File: config.mk
export PLATFORM = sky130hd
export DESIGN_NAME = pwm_fade_ctrl_flat
export DESIGN_NICKNAME = d
export VERILOG_FILES = /design/src/rtl/pwm_fade_ctrl_if.sv /design/src/rtl/pwm_fade_ctrl.sv /design/src/flat_wrapper.sv
export SDC_FILE = /design/constraint.sdc
export NUM_CORES = 1
export LEC_CHECK = 0
export ABC_AREA = 1
export BUFFER_PORTS_ARGS = -buffer_cell sky130_fd_sc_hd__buf_2
export CAP_MARGIN = 10
export CORE_MARGIN = 3
export CORE_UTILIZATION = 55
export CTS_CLUSTER_DIAMETER = 80
export DETAILED_ROUTE_END_ITERATION = 7
export GPL_TIMING_DRIVEN = 0
export PLACE_DENSITY = 0.71
export SLEW_MARGIN = 20
export SYNTH_ARGS = -nofsm -noshare
export SYNTH_HDL_FRONTEND = slang
export SYNTH_SLANG_ARGS = --single-unit
File: constraint.sdc
create_clock -name clk -period 6.3 [get_ports clk]
set_clock_uncertainty 0.2 [all_clocks]
set_input_delay 1.26 -clock clk [delete_from_list [all_inputs] [get_ports clk]]
set_output_delay 1.26 -clock clk [all_outputs]
set_load 0.005 [all_outputs]
File: src/rtl/pwm_fade_ctrl_if.sv
// Fade command channel between LED command logic and pwm_fade_ctrl.
// Latency: none, wires only.
// Backpressure: cmd_ready from the slave qualifies cmd_valid from the master.
interface pwm_fade_ctrl_if #(
  parameter int PWM_WIDTH  = 4,
  parameter int RATE_WIDTH = 8
);
  logic                  cmd_valid;
  logic                  cmd_ready;
  logic                  cmd_chan;
  logic [PWM_WIDTH-1:0]  cmd_target;
  logic [RATE_WIDTH-1:0] cmd_rate;
  logic                  cmd_loop;

  modport master (
    output cmd_valid, cmd_chan, cmd_target, cmd_rate, cmd_loop,
    input  cmd_ready
  );

  modport slave (
    input  cmd_valid, cmd_chan, cmd_target, cmd_rate, cmd_loop,
    output cmd_ready
  );
endinterface

File: src/rtl/pwm_fade_ctrl.sv
// Two-channel duty sequencer: ramps each channel's duty 1 LSB per cmd_rate ticks to target.
// Latency: command applied one clk after acceptance; done one clk after duty reaches target.
// Backpressure: none after reset; cmd_ready is registered and stays high. Breathe mode: FADE_BREATHE_EN.
module pwm_fade_ctrl #(
  parameter int PWM_WIDTH  = 4,
  parameter int RATE_WIDTH = 8
) (
  input  logic                 clk,
  input  logic                 reset_n,
  input  logic                 tick_en,
  pwm_fade_ctrl_if.slave       cmd,
  output logic [PWM_WIDTH-1:0] duty1,
  output logic [PWM_WIDTH-1:0] duty2,
  output logic [1:0]           busy,
  output logic [1:0]           done
);

  typedef enum logic {IDLE, RAMP} state_e;

  logic                  rdy_q;
  logic                  accept;
  logic                  pend_vld_q;
  logic                  pend_chan_q;
  logic [PWM_WIDTH-1:0]  pend_target_q;
  logic [RATE_WIDTH-1:0] pend_rate_q;
  logic [PWM_WIDTH-1:0]  duty_w [2];

`ifdef FADE_BREATHE_EN
  logic                  pend_loop_q;
`else
  logic                  unused_loop;
  assign unused_loop = cmd.cmd_loop;
`endif

  assign cmd.cmd_ready = rdy_q;
  assign accept        = cmd.cmd_valid & rdy_q;

  // Ready comes up on the first edge out of reset and never drops again.
  always_ff @(posedge clk or negedge reset_n) begin
    if (!reset_n) rdy_q <= 1'b0;
    else          rdy_q <= 1'b1;
  end

  // Accepted command is staged one cycle before it reaches the channel.
  always_ff @(posedge clk or negedge reset_n) begin
    if (!reset_n) begin
      pend_vld_q    <= 1'b0;
      pend_chan_q   <= 1'b0;
      pend_target_q <= '0;
      pend_rate_q   <= '0;
`ifdef FADE_BREATHE_EN
      pend_loop_q   <= 1'b0;
`endif
    end else begin
      pend_vld_q <= accept;
      if (accept) begin
        pend_chan_q   <= cmd.cmd_chan;
        pend_target_q <= cmd.cmd_target;
        pend_rate_q   <= cmd.cmd_rate;
`ifdef FADE_BREATHE_EN
        pend_loop_q   <= cmd.cmd_loop;
`endif
      end
    end
  end

  for (genvar c = 0; c < 2; c++) begin : g_ch
    localparam logic CH = (c == 1);

    state_e                state_q, state_d;
    logic [PWM_WIDTH-1:0]  duty_q,  duty_d;
    logic [PWM_WIDTH-1:0]  ep_q,    ep_d;     // current ramp endpoint
    logic [RATE_WIDTH-1:0] rate_q,  rate_d;
    logic [RATE_WIDTH-1:0] cnt_q,   cnt_d;
    logic                  done_q,  done_d;
    logic                  hit;               // staged command lands on this channel now
    logic                  acc;               // command for this channel accepted this edge
`ifdef FADE_BREATHE_EN
    logic                  loop_q,  loop_d;
    logic [PWM_WIDTH-1:0]  peak_q,  peak_d;   // latched target, the far end of a breathe
`endif

    assign hit = pend_vld_q && (pend_chan_q == CH);
    assign acc = accept && (cmd.cmd_chan == CH);

    // Channel state registers.
    always_ff @(posedge clk or negedge reset_n) begin
      if (!reset_n) begin
        state_q <= IDLE;
        duty_q  <= '0;
        ep_q    <= '0;
        rate_q  <= '0;
        cnt_q   <= '0;
        done_q  <= 1'b0;
`ifdef FADE_BREATHE_EN
        loop_q  <= 1'b0;
        peak_q  <= '0;
`endif
      end else begin
        state_q <= state_d;
        duty_q  <= duty_d;
        ep_q    <= ep_d;
        rate_q  <= rate_d;
        cnt_q   <= cnt_d;
        done_q  <= done_d;
`ifdef FADE_BREATHE_EN
        loop_q  <= loop_d;
        peak_q  <= peak_d;
`endif
      end
    end

    // Next state: a landing command overrides everything; an accepted command
    // freezes the channel for that edge so its tick is dropped and no stale done fires.
    always_comb begin
      state_d = state_q;
      duty_d  = duty_q;
      ep_d    = ep_q;
      rate_d  = rate_q;
      cnt_d   = cnt_q;
      done_d  = 1'b0;
`ifdef FADE_BREATHE_EN
      loop_d  = loop_q;
      peak_d  = peak_q;
`endif
      if (hit) begin
        ep_d   = pend_target_q;
        rate_d = pend_rate_q;
        cnt_d  = '0;
`ifdef FADE_BREATHE_EN
        loop_d = pend_loop_q;
        peak_d = pend_target_q;
`endif
        if (pend_target_q == duty_q) begin
          state_d = IDLE;
          done_d  = 1'b1;
        end else if (pend_rate_q == '0) begin
          duty_d  = pend_target_q;
          state_d = IDLE;
          done_d  = 1'b1;
        end else begin
          state_d = RAMP;
        end
      end else if (state_q == RAMP && !acc) begin
        if (duty_q == ep_q) begin
          done_d  = 1'b1;
`ifdef FADE_BREATHE_EN
          if (loop_q && peak_q != '0) ep_d = (ep_q == '0) ? peak_q : '0;
          else                        state_d = IDLE;
`else
          state_d = IDLE;
`endif
        end else if (tick_en) begin
          if (cnt_q == rate_q - 1'b1) begin
            cnt_d  = '0;
            duty_d = (duty_q < ep_q) ? duty_q + 1'b1 : duty_q - 1'b1;
          end else begin
            cnt_d  = cnt_q + 1'b1;
          end
        end
      end
    end

    assign busy[c]   = (state_q == RAMP);
    assign done[c]   = done_q;
    assign duty_w[c] = duty_q;
  end

  assign duty1 = duty_w[0];
  assign duty2 = duty_w[1];

endmodule

File: src/flat_wrapper.sv
// flat-port wrapper written by rule: the top's interface ports become plain ports
module pwm_fade_ctrl_flat 
#(
  parameter int PWM_WIDTH  = 4,
  parameter int RATE_WIDTH = 8
)
  (clk, reset_n, tick_en, duty1, duty2, busy, done, cmd_cmd_valid, cmd_cmd_chan, cmd_cmd_target, cmd_cmd_rate, cmd_cmd_loop, cmd_cmd_ready);
  pwm_fade_ctrl_if #(.PWM_WIDTH(PWM_WIDTH), .RATE_WIDTH(RATE_WIDTH)) cmd_i ();
  input  logic clk;
  input  logic reset_n;
  input  logic tick_en;
  output logic [PWM_WIDTH-1:0] duty1;
  output logic [PWM_WIDTH-1:0] duty2;
  output logic [1:0] busy;
  output logic [1:0] done;
  input wire logic [$bits(cmd_i.cmd_valid)-1:0] cmd_cmd_valid;
  input wire logic [$bits(cmd_i.cmd_chan)-1:0] cmd_cmd_chan;
  input wire logic [$bits(cmd_i.cmd_target)-1:0] cmd_cmd_target;
  input wire logic [$bits(cmd_i.cmd_rate)-1:0] cmd_cmd_rate;
  input wire logic [$bits(cmd_i.cmd_loop)-1:0] cmd_cmd_loop;
  output wire logic [$bits(cmd_i.cmd_ready)-1:0] cmd_cmd_ready;
  assign cmd_i.cmd_valid = cmd_cmd_valid;
  assign cmd_i.cmd_chan = cmd_cmd_chan;
  assign cmd_i.cmd_target = cmd_cmd_target;
  assign cmd_i.cmd_rate = cmd_cmd_rate;
  assign cmd_i.cmd_loop = cmd_cmd_loop;
  assign cmd_cmd_ready = cmd_i.cmd_ready;
  pwm_fade_ctrl #(.PWM_WIDTH(PWM_WIDTH), .RATE_WIDTH(RATE_WIDTH)) u_core (.clk(clk), .reset_n(reset_n), .tick_en(tick_en), .cmd(cmd_i), .duty1(duty1), .duty2(duty2), .busy(busy), .done(done));
endmodule
==> results of run 1 <==
## placed cells by master (no fill, tap or decap), types with 15 or more instances in the layout
cell type,synthesis,layout
nor2_1,26,26
xnor2_1,17,17
nand2_1,137,137
dfrtp_1,67,67
buf_2,2,30
xor2_1,17,17
ha_1,16,16
a21oi_1,15,15
nand3_1,32,32
inv_1,50,50
o21ai_0,40,40
## worst max-delay path: stages (launching register included)
cell and delay, ps:
dfrtp_1 490, inv_1 80, ha_1 200, inv_1 50, a21oi_1 50, o21ai_0 490
ha_1 380, a21oi_1 160, nand2_1 80, or2_2 280, nand2_1 60, nand2_1 40
nand3_1 50, o21ai_0 80, nand3_1 90, nand2_1 50
## per-layer routing
metal,up-vias,track usage (%)
met1,1496,31.4
met2,59,31.3
li1,1635,-
met5,-,0
met4,0,7.65
met3,13,3.17
## per-stage QoR
step	setup slack, ps	power (mW)	utilization [%]	cell area, um^2
global route	3070	1.93	64.0	4390
floorplan	3610	1.25	-	3920
detailed placement	3340	1.45	61.4	4220
finish	3350	1.76	64.0	4390
CTS	3330	1.78	64.0	4390
global placement	3440	1.41	60.9	4190
## how the worst max path moves through the flow
stage / start / to / slack, ps
3_3_place_gp: reset_n / u_core.duty2[2]$_DFFE_PN0P_ / 3440
2_1_floorplan: u_core.duty2[1]$_DFFE_PN0P_ / u_core.duty2[3]$_DFFE_PN0P_ / 3610
6_report: u_core.duty2[0]$_DFFE_PN0P_ / u_core.duty2[3]$_DFFE_PN0P_ / 3350
3_5_place_dp: u_core.duty2[0]$_DFFE_PN0P_ / u_core.duty2[3]$_DFFE_PN0P_ / 3340
4_1_cts: u_core.duty2[0]$_DFFE_PN0P_ / u_core.duty2[3]$_DFFE_PN0P_ / 3330
5_1_grt: u_core.duty2[0]$_DFFE_PN0P_ / u_core.duty2[3]$_DFFE_PN0P_ / 3070
## power by group through the flow
stage	Sequential (mW)	Combinational [mW]	Clock, mW
2_1_floorplan	0.635	0.614	0
3_3_place_gp	0.663	0.748	0
3_5_place_dp	0.666	0.781	0
4_1_cts	0.658	0.786	0.334
5_1_grt	0.677	0.905	0.351
6_report	0.656	0.778	0.327
## cell families after synthesis
group                    Yosys count
AO/OA/AOI/OAI                     64
XOR/XNOR                          34
adder cells (fa/ha/maj)           18
buffers and inverters             66
flip-flops                        67
other                              1
AND/OR/NAND/NOR                  237
## state kept, by name, indices dropped and copies added (netlist names)
name                  flops
u_core.g_ch.done_q        2
u_core.pend_chan_q        1
u_core.duty1              4
u_core.g_ch.rate_q       16
u_core.cmd.cmd_ready      1
u_core.g_ch.state_q       2
u_core.pend_vld_q         1
u_core.pend_target_q      4
u_core.g_ch.ep_q          8
u_core.g_ch.cnt_q        16
u_core.duty2              4
u_core.pend_rate_q        8
## final cells by class
| cell class | instances | area [um^2] | area share [%] |
|---|---|---|---|
| Inverter | 54 | 203 | 4.61 |
| Timing Repair Buffer | 30 | 175 | 3.99 |
| Sequential cell | 67 | 1680 | 38.2 |
| Tap cell | 96 | 120 | 2.73 |
| Clock buffer | 10 | 138 | 3.13 |
| Multi-Input combinational cell | 354 | 1980 | 45.0 |
| Buffer | 12 | 62.6 | 1.42 |
| Clock inverter | 6 | 41.3 | 0.940 |
==> out/summary.txt, run 1 <==
Status = finished clean
Mux cell area share after synthesis = 0%
Ant diodes = 0
Synthesized area = 0.00392 mm^2
Hold WS = 289 ps
Top cell type's share of synthesized area = 42.8%
Antenna viol nets, final = 0
TritonRoute pass-1 iters = 4
Vias/cell = 5.09
Layout cells sized above 1 = 15.8%
Final slew viol count = 0
Sequential power share = 37.3%
Sw Share = 41.9%
WL met2 = 3540 um
CTS tree = built
Number of clock sinks = 67
I/O Buffers = 29
Worst EP required = 6350 ps
Dpl cells = 613
Root Driver = clkbuf_8
Synth Flop Type = dfrtp_1
Final Cycle Share = 46.8%
Top cells by area, synth = dfrtp_1 (43%), nand2_1 (13%), ha_1 (5.1%)
Ports = 31
R2R Setup Slk = 3350 ps
Setup Buffers After CTS = 0
Final wirelength = 8000 um
Yosys reg bits = 67
Global-route wire length before repair = 14000 um
Critical path class = reg -> reg
Clock Latency Late Sink = 350 ps
Reg2reg end = u_core.duty2[3]$_DFFE_PN0P_
Startpoint Class = flip-flop
FF-to-FF path depth = 15
Post-synth ARST share = 100%
Die height = 90.4 um
Die span in x = 90.4 um
Seq/Total Area, Yosys = 42.8%
Synth warn = 0
Fillcell total = 616
Highest routed metal layer = met4
Most numerous cell in the Yosys netlist = nand2_1
Clock transition at path regs = 80 ps
Comb pwr share = 44.2%
H-Tree Depth = 3
Initial core utilization = 57.1%
Tmin final = 2950 ps
Final setup TNS = 0 ps
Crit end category = flip-flop
Worst Hold Depth = 2
Initial DRC count = 191
Row cnt = 30
Hpwl dp = 6140 um
Max-Cap Viols = 0
Grt total ovfl = 0
Total internal power = 1.02 mW
Adder-Cell Fraction of Synth Area = 6.13%
Hold Fails Final Rpt = 0
Synth Instances = 487
Post-synthesis net count = 523
EDFF count, synth = 0
Reg2reg start = u_core.duty2[0]$_DFFE_PN0P_
Xor and xnor area share after synthesis = 7.60%
Vias in the first global route = 3027
DR WL/cell = 12.7 um
Worst hold path class = reg -> reg
Detailed-route via count = 3203
Post-CTS sizing = 0
Hold path startpoint = u_core.g_ch[1].ep_q[3]$_DFFE_PN0P_
Hold buffers post-CTS = 0
Layout Nets = 564
Relative slew slack = 59.4%
Routability cong. = 0.818
Max VDD drop = 307 uV
Syn avg cell area = 8.05 um^2
# setup viols final = 0
CTS max path bufs = 2
Initial antenna violation count = 0
Crit path DAT = 3000 ps
Max Fclk = 0.339 GHz
Wire length on met3 = 302 um
Finished Layout Cells = 629
Synth area leader = dfrtp_1
Top cells by count, synth = nand2_1 (137), dfrtp_1 (67), inv_1 (50)
# DRC = 0
Largest family of logic cells by synthesized area = simple AND/OR/NAND/NOR gates
Die Area = 0.00818 mm^2
Hold endpoint = u_core.g_ch[1].ep_q[3]$_DFFE_PN0P_
Met1 WL = 4010 um
Least-Margin Pin Slew = 603 ps
NetSw = 738 uW
Area growth syn-to-layout = 12.1%
Core area = 0.00687 mm^2
Netlist cell types = 36
PD cells = 401 mW/mm^2
RSZ-0062 raised after global routing = no
Total GRT Usage = 21.1%
Num CTS Buffers = 9
Area share of and/or/nand/nor cells after synthesis = 27.5%
Crit-path max FO = 7
P_leak = 2.25 nW
Compound-gate portion of the synthesized area = 9.10%
Largest net degree at the start of global routing = 51
Clock power frac = 18.6%
(Power assumes the default switching activity.)
==> inputs of run 2 (changes only) <==
- clock period: 6.3 -> 2.95 ns (I/O delays scaled with it)
==> run 2 against run 1 <==
  * Worst hold slack worse by 61 ps
  * First-iteration DRC count is 3.1% higher
  * Die area stayed put
  * Via count is 0.22% higher
  * Combinational power is 120% higher
  * Wire length is 0.41% higher
  * Cell count is 0.16% higher
  * Global-route usage hardly changed
  * Critical path depth is 2 lower
  * Register-to-register slack worse by 3100 ps
  * Final area is 0.34% higher
  * Setup slack worse by 3100 ps
  * Critical endpoint unchanged
  * Largest cell class unchanged
==> out/summary.txt, run 2 (same netlist as run 1, synthesis figures left out) <==
Num CTS Buffers = 9 (unchanged)
Antenna viol nets, final = 0 (unchanged)
Row cnt = 30 (unchanged)
Largest net degree at the start of global routing = 51 (unchanged)
RSZ-0062 raised after global routing = no (unchanged)
Startpoint Class = flip-flop (unchanged)
Area growth syn-to-layout = 12.5% (was 12.1%)
Die span in x = 90.4 um (unchanged)
Crit-path max FO = 6 (was 7)
Fillcell total = 612 (was 616)
Grt total ovfl = 0 (unchanged)
Clock Latency Late Sink = 350 ps (about the same)
Routability cong. = 0.818 (unchanged)
Sw Share = 41.9% (about the same)
Overall power = 3.78 mW (was 1.76 mW)
Final wirelength = 8030 um (was 8000 um)
Initial core utilization = 57.1% (unchanged)
NetSw = 1.59 mW (was 738 uW)
Finished Layout Cells = 630 (was 629)
Die Area = 0.00818 mm^2 (unchanged)
Placed inst area = 0.00422 mm^2 (unchanged)
Total internal power = 2.20 mW (was 1.02 mW)
Initial DRC count = 197 (was 191)
Design Area, Final = 0.00441 mm^2 (was 0.00439 mm^2)
R2R Setup Slk = 260 ps (was 3350 ps)
DR WL/cell = 12.7 um (about the same)
Final slew viol count = 0 (unchanged)
Critical path class = reg -> reg (unchanged)
Hold path startpoint = cmd_cmd_target[1] (was u_core.g_ch[1].ep_q[3]$_DFFE_PN0P_)
Dpl cells = 613 (unchanged)
Leading cell types in the layout, fill and taps excluded = nand2_1 (137), dfrtp_1 (66), inv_1 (50) (was nand2_1 (137), dfrtp_1 (67), inv_1 (50))
I/O Buffers = 29 (unchanged)
Reg2reg start = u_core.duty2[1]$_DFFE_PN0P_ (was u_core.duty2[0]$_DFFE_PN0P_)
Hold endpoint = u_core.pend_target_q[1]$_DFFE_PN0P_ (was u_core.g_ch[1].ep_q[3]$_DFFE_PN0P_)
Crit end category = flip-flop (unchanged)
Sequential power share = 37.1% (was 37.3%)
Core area = 0.00687 mm^2 (unchanged)
Tmin final = 2690 ps (was 2950 ps)
PD cells = 858 mW/mm^2 (was 401 mW/mm^2)
Total GRT Usage = 21.1% (about the same)
CTS tree = built (unchanged)
Reg2reg end = u_core.duty2[3]$_DFFE_PN0P_ (unchanged)
Hpwl dp = 6140 um (unchanged)
Worst EP required = 3000 ps (was 6350 ps)
Vias/cell = 5.10 (was 5.09)
Root Driver = clkbuf_8 (unchanged)
Layout Nets = 565 (was 564)
Initial antenna violation count = 0 (unchanged)
CTS max path bufs = 2 (unchanged)
Final Cycle Share = 91.2% (was 46.8%)
Max Fclk = 0.372 GHz (was 0.339 GHz)
Status = finished clean (unchanged)
# DRC = 0 (unchanged)
Vias in the first global route = 3035 (was 3027)
Detailed-route via count = 3210 (was 3203)
Setup Buffers After CTS = 0 (unchanged)
FF-to-FF path depth = 13 (was 15)
Ant diodes = 0 (unchanged)
Global-route wire length before repair = 14100 um (was 14000 um)
TritonRoute pass-1 iters = 4 (unchanged)
# setup viols final = 0 (unchanged)
P_leak = 2.25 nW (about the same)
Biggest regs = u_core.g_ch.cnt_q: 16 flops, u_core.g_ch.rate_q: 16 flops (unchanged)
H-Tree Depth = 3 (unchanged)
Commonest non-fill, non-tap cell in the layout = nand2_1 (unchanged)
Number of clock sinks = 67 (unchanged)
Ports = 31 (unchanged)
Worst Hold Depth = 3 (was 2)
Hold Fails Final Rpt = 0 (unchanged)
Max-Cap Viols = 0 (unchanged)
Utilization after layout = 64.2% (was 64.0%)
Layout cells sized above 1 = 16.1% (was 15.8%)
Comb pwr share = 44.4% (was 44.2%)
Clock power frac = 18.5% (was 18.6%)
Hold WS = 228 ps (was 289 ps)
Crit path DAT = 2740 ps (was 3000 ps)
Clock transition at path regs = 80 ps (about the same)
Die height = 90.4 um (unchanged)
Worst hold path class = in -> reg (was reg -> reg)
Max VDD drop = 654 uV (was 307 uV)
## run 2: cell types whose count changed in the layout (fill, tap and decap cells not counted)
cell | before | now
dfrtp_2 | 0 | 1
dfrtp_1 | 67 | 66
dlygate4sd3_1 | 0 | 1
o21ai_0 | 40 | 39
o21ai_2 | 1 | 2
## run 2: cell type report
class                      count  area, um^2  area share, %
clock buffer                  10         138           3.12
buffer                        12        62.6           1.42
multi-input combinational    354        1980           44.9
inverter                      54         203           4.60
clock inverter                 6        41.3          0.936
timing repair buffer          31         185           4.20
sequential                    67        1680           38.1
tap                           96         120           2.72
## run 2: power by group through the flow
stage	Sequential, mW	Combinational, mW	Clock [mW]
after floorplan	1.36	1.31	0
after global placement	1.42	1.60	0
after detailed placement	1.42	1.67	0
after CTS	1.40	1.68	0.712
after global routing	1.45	1.95	0.750
final	1.40	1.68	0.698
## run 2: timing repair
item / 4_1_cts / 5_1_grt
endpoints found under the setup margin: 1 / 2
hold buffers: 1 / 0
gates resized for setup: 1 / 2
endpoints found under the hold margin: 17 / 0
## run 2: per-layer routing
layer | vias up | share of wire [%] | GRT usage (%)
met4 | 0 | 1.8 | 7.65
met2 | 52 | 44 | 31.4
li1 | 1638 | - | -
met3 | 13 | 3.2 | 3.08
met1 | 1507 | 51 | 31.5
met5 | - | 0 | 0
## run 2: through the flow
step,setup TNS [ps],worst slack [ps]
detailed placement,-11.1,-11.1
CTS,0,167
floorplan,0,259
global placement,0,90.0
global route,0,32.6
finish,0,260
## run 2: worst max path at each step
stage / startpoint / end / slack [ps] / cells after the start
finish: u_core.duty2[1]$_DFFE_PN0P_ / u_core.duty2[3]$_DFFE_PN0P_ / 260 / 13
detailed placement: u_core.duty2[0]$_DFFE_PN0P_ / u_core.duty2[3]$_DFFE_PN0P_ / -10 / 15
global placement: u_core.duty2[1]$_DFFE_PN0P_ / u_core.duty2[3]$_DFFE_PN0P_ / 90 / 13
floorplan: u_core.duty2[1]$_DFFE_PN0P_ / u_core.duty2[3]$_DFFE_PN0P_ / 260 / 13
CTS: u_core.duty2[0]$_DFFE_PN0P_ / u_core.duty2[3]$_DFFE_PN0P_ / 170 / 15
global route: u_core.duty1[3]$_DFFE_PN0P_ / u_core.duty1[3]$_DFFE_PN0P_ / 30 / 16
## run 2: worst max-delay path: stages, from the launching register on
cell and delay, ps:
dfrtp_1 460, ha_1 340, a21oi_1 220, o21ai_2 130
ha_1 340, a21oi_1 160, nand2_1 80, or2_2 280
nand2_1 60, nand2_1 40, nand3_1 50, o21ai_0 80
nand3_1 90, nand2_1 50
==> inputs of run 3 (changes only) <==
- ABC_AREA: 1 -> unset
==> run 3 against run 2 <==
  * First-iteration DRC count is 5.1% lower
  * Wire length is 5.7% higher
  * Non-clock buffer count is 10 higher
  * Setup slack worse by 110 ps
  * Cell count is 11% lower
  * Synthesized cell count is 14% lower
  * Largest power group is now sequential cells
  * Highest routed layer unchanged
==> out/summary.txt, run 3 <==
Status = finished clean (unchanged)
DR WL/cell = 15.2 um (was 12.7 um)
Worst hold path class = in -> reg (unchanged)
RSZ-0062 raised after global routing = yes (was no)
Clock Latency Late Sink = 340 ps (was 350 ps)
Hold Fails Final Rpt = 0 (unchanged)
# DRC = 0 (unchanged)
Layout cells sized above 1 = 17.2% (was 16.1%)
Setup Buffers After CTS = 0 (unchanged)
Synth Instances = 418 (was 487)
Ports = 31 (unchanged)
Top cells by area, synth = dfrtp_1 (43%), nand2_1 (7.2%), ha_1 (5.1%) (was dfrtp_1 (43%), nand2_1 (13%), ha_1 (5.1%))
Seq/Total Area, Yosys = 42.9% (was 42.8%)
Final slew viol count = 0 (unchanged)
Leading cell types in the layout, fill and taps excluded = nand2_1 (75), dfrtp_1 (66), o21ai_0 (35) (was nand2_1 (137), dfrtp_1 (66), inv_1 (50))
Root Driver = clkbuf_8 (unchanged)
Synth warn = 0 (unchanged)
I/O Buffers = 29 (unchanged)
Startpoint Class = flip-flop (unchanged)
Crit path DAT = 2830 ps (was 2740 ps)
Max-Cap Viols = 0 (unchanged)
Yosys reg bits = 67 (unchanged)
Least-Margin Pin Slew = 836 ps
Clock transition at path regs = 70 ps (was 80 ps)
Syn avg cell area = 9.35 um^2 (was 8.05 um^2)
Utilization after layout = 64.2% (about the same)
R2R Setup Slk = 150 ps (was 260 ps)
Core area = 0.00683 mm^2 (was 0.00687 mm^2)
Global-route wire length before repair = 14700 um (was 14100 um)
Num CTS Buffers = 9 (unchanged)
Initial DRC count = 187 (was 197)
Number of clock sinks = 67 (unchanged)
PD cells = 825 mW/mm^2 (was 858 mW/mm^2)
Antenna viol nets, final = 0 (unchanged)
Worst EP required = 2980 ps (was 3000 ps)
Post-synthesis net count = 454 (was 523)
Synth Flop Type = dfrtp_1 (unchanged)
Row cnt = 30 (unchanged)
Synth area leader = dfrtp_1 (unchanged)
CTS max path bufs = 2 (unchanged)
Initial antenna violation count = 0 (unchanged)
Hpwl dp = 6280 um (was 6140 um)
Vias in the first global route = 3114 (was 3035)
Initial core utilization = 57.2% (was 57.1%)
P_leak = 2.01 nW (was 2.25 nW)
Routability cong. = 0.813 (was 0.818)
Final Cycle Share = 94.9% (was 91.2%)
Max VDD drop = 475 uV (was 654 uV)
Detailed-route via count = 3158 (was 3210)
TritonRoute pass-1 iters = 4 (unchanged)
Top cells by count, synth = nand2_1 (75), dfrtp_1 (67), o21ai_0 (37) (was nand2_1 (137), dfrtp_1 (67), inv_1 (50))
CTS tree = built (unchanged)
Max Fclk = 0.357 GHz (was 0.372 GHz)
Netlist cell types = 59 (was 36)
Total GRT Usage = 22.1% (was 21.1%)
Die height = 90.3 um (was 90.4 um)
Top cell type's share of synthesized area = 42.9% (was 42.8%)
Die Area = 0.00815 mm^2 (was 0.00818 mm^2)
Relative slew slack = 43.7%
Ant diodes = 0 (unchanged)
Crit-path max FO = 6 (unchanged)
H-Tree Depth = 3 (unchanged)
Grt total ovfl = 0 (unchanged)
Overall power = 3.62 mW (was 3.78 mW)
Final wirelength = 8490 um (was 8030 um)
Post-synth ARST share = 100% (unchanged)
Critical path class = reg -> reg (unchanged)
Area growth syn-to-layout = 12.2% (was 12.5%)
# setup viols final = 0 (unchanged)
Biggest regs = u_core.g_ch.cnt_q: 16 flops, u_core.g_ch.rate_q: 16 flops (unchanged)
EDFF count, synth = 0 (unchanged)
Most numerous cell in the Yosys netlist = nand2_1 (unchanged)
Die span in x = 90.3 um (was 90.4 um)
Tmin final = 2800 ps (was 2690 ps)
Synthesized area = 0.00391 mm^2 (was 0.00392 mm^2)
Crit end category = flip-flop (unchanged)
Fillcell total = 622 (was 612)
Vias/cell = 5.64 (was 5.10)
Commonest non-fill, non-tap cell in the layout = nand2_1 (unchanged)
Layout Nets = 496 (was 565)
Largest net degree at the start of global routing = 40 (was 51)
-- run 3: cell types whose count changed after synthesis, moves of 5 or more --
cell	previous run	this run
nand2_1	137	75
inv_1	50	18
nor2_1	26	10
nand3_1	32	17
mux2_2	0	12
nor2_2	10	0
nor3_1	2	12
nand2b_1	0	9
and3_1	0	7
clkbuf_1	6	13
nand2_2	7	1
nand4_1	10	4
nor4_1	0	5
-- run 3: kinds of logic after synthesis --
group                    Yosys count  synth area share, %
multiplexers                      14                 4.23
AO/OA/AOI/OAI                     84                 13.8
buffers and inverters             40                 4.61
XOR/XNOR                          32                 7.17
AND/OR/NAND/NOR                  162                 21.0
other                              1               0.0960
adder cells (fa/ha/maj)           18                 6.15
flip-flops                        67                 42.9
-- run 3: critical path, stage by stage, from the launching register on --
cell     delay (ps)
dfrtp_1         460
ha_1            340
a21oi_1          80
o21ai_2         250
ha_1            280
a21o_1          180
a21oi_1         160
xor2_1          110
a22o_1          200
a22o_1          220
a211o_1         210
-- run 3: cell type report --
class	instances	area, um^2	area share, %
clock inverter	3	40.0	0.913
buffer	22	113	2.57
sequential	67	1680	38.3
inverter	18	67.6	1.54
clock buffer	12	135	3.08
multi-input combinational	311	2050	46.8
timing repair buffer	31	178	4.05
tap	96	120	2.74
-- run 3: per-stage QoR --
step	hold WS (ps)	TNS [ps]	cell area, um^2	cells	worst slack (ps)
3_5_place_dp	273	-206	4200	544	-206
4_1_cts	271	0	4380	560	82.1
2_1_floorplan	94.4	0	3910	418	80.4
6_report	279	0	4390	560	149
5_1_grt	280	-78.4	4390	560	-78.4
3_3_place_gp	276	-107	4170	543	-107
-- run 3: report_power, final --
group	switching (mW)	internal, mW	leakage [nW]	total [mW]
sequential	0.304	1.15	0.821	1.45
combinational	0.749	0.697	1.09	1.45
clock	0.333	0.384	0.0902	0.717
-- run 3: worst paths after layout --
kind | start | to | cells after the start
worst max-delay path | u_core.duty2[1]$_DFFE_PN0P_ | u_core.duty2[3]$_DFFE_PN0P_ | 10
worst min-delay path | cmd_cmd_target[1] | u_core.pend_target_q[1]$_DFFE_PN0P_ | 2
worst max register to register | u_core.duty2[1]$_DFFE_PN0P_ | u_core.duty2[3]$_DFFE_PN0P_ | 10
worst min register to register | u_core.g_ch[0].rate_q[7]$_DFFE_PN0P_ | u_core.g_ch[0].rate_q[7]$_DFFE_PN0P_ | 2
max in group asynchronous | reset_n | u_core.g_ch[0].cnt_q[2]$_DFFE_PN0P_ | 3
min in group asynchronous | reset_n | u_core.g_ch[1].cnt_q[6]$_DFFE_PN0P_ | 2
-- run 3: metal layers --
metal | wire [um] | track usage, % | part of all wire [%]
met1 | 4150 | 30.7 | 49
met2 | 3890 | 34.7 | 46
met5 | 0 | 0 | 0
met4 | 144 | 8.04 | 1.7
met3 | 311 | 4.00 | 3.7
-- run 3: timing repair --
| action | in CTS | in global routing |
|---|---|---|
| hold buffers | 1 | 0 |
| hold endpoints to repair | 28 | 0 |
| endpoints found under the setup margin | 1 | 2 |
| resized for setup | 2 | 2 |
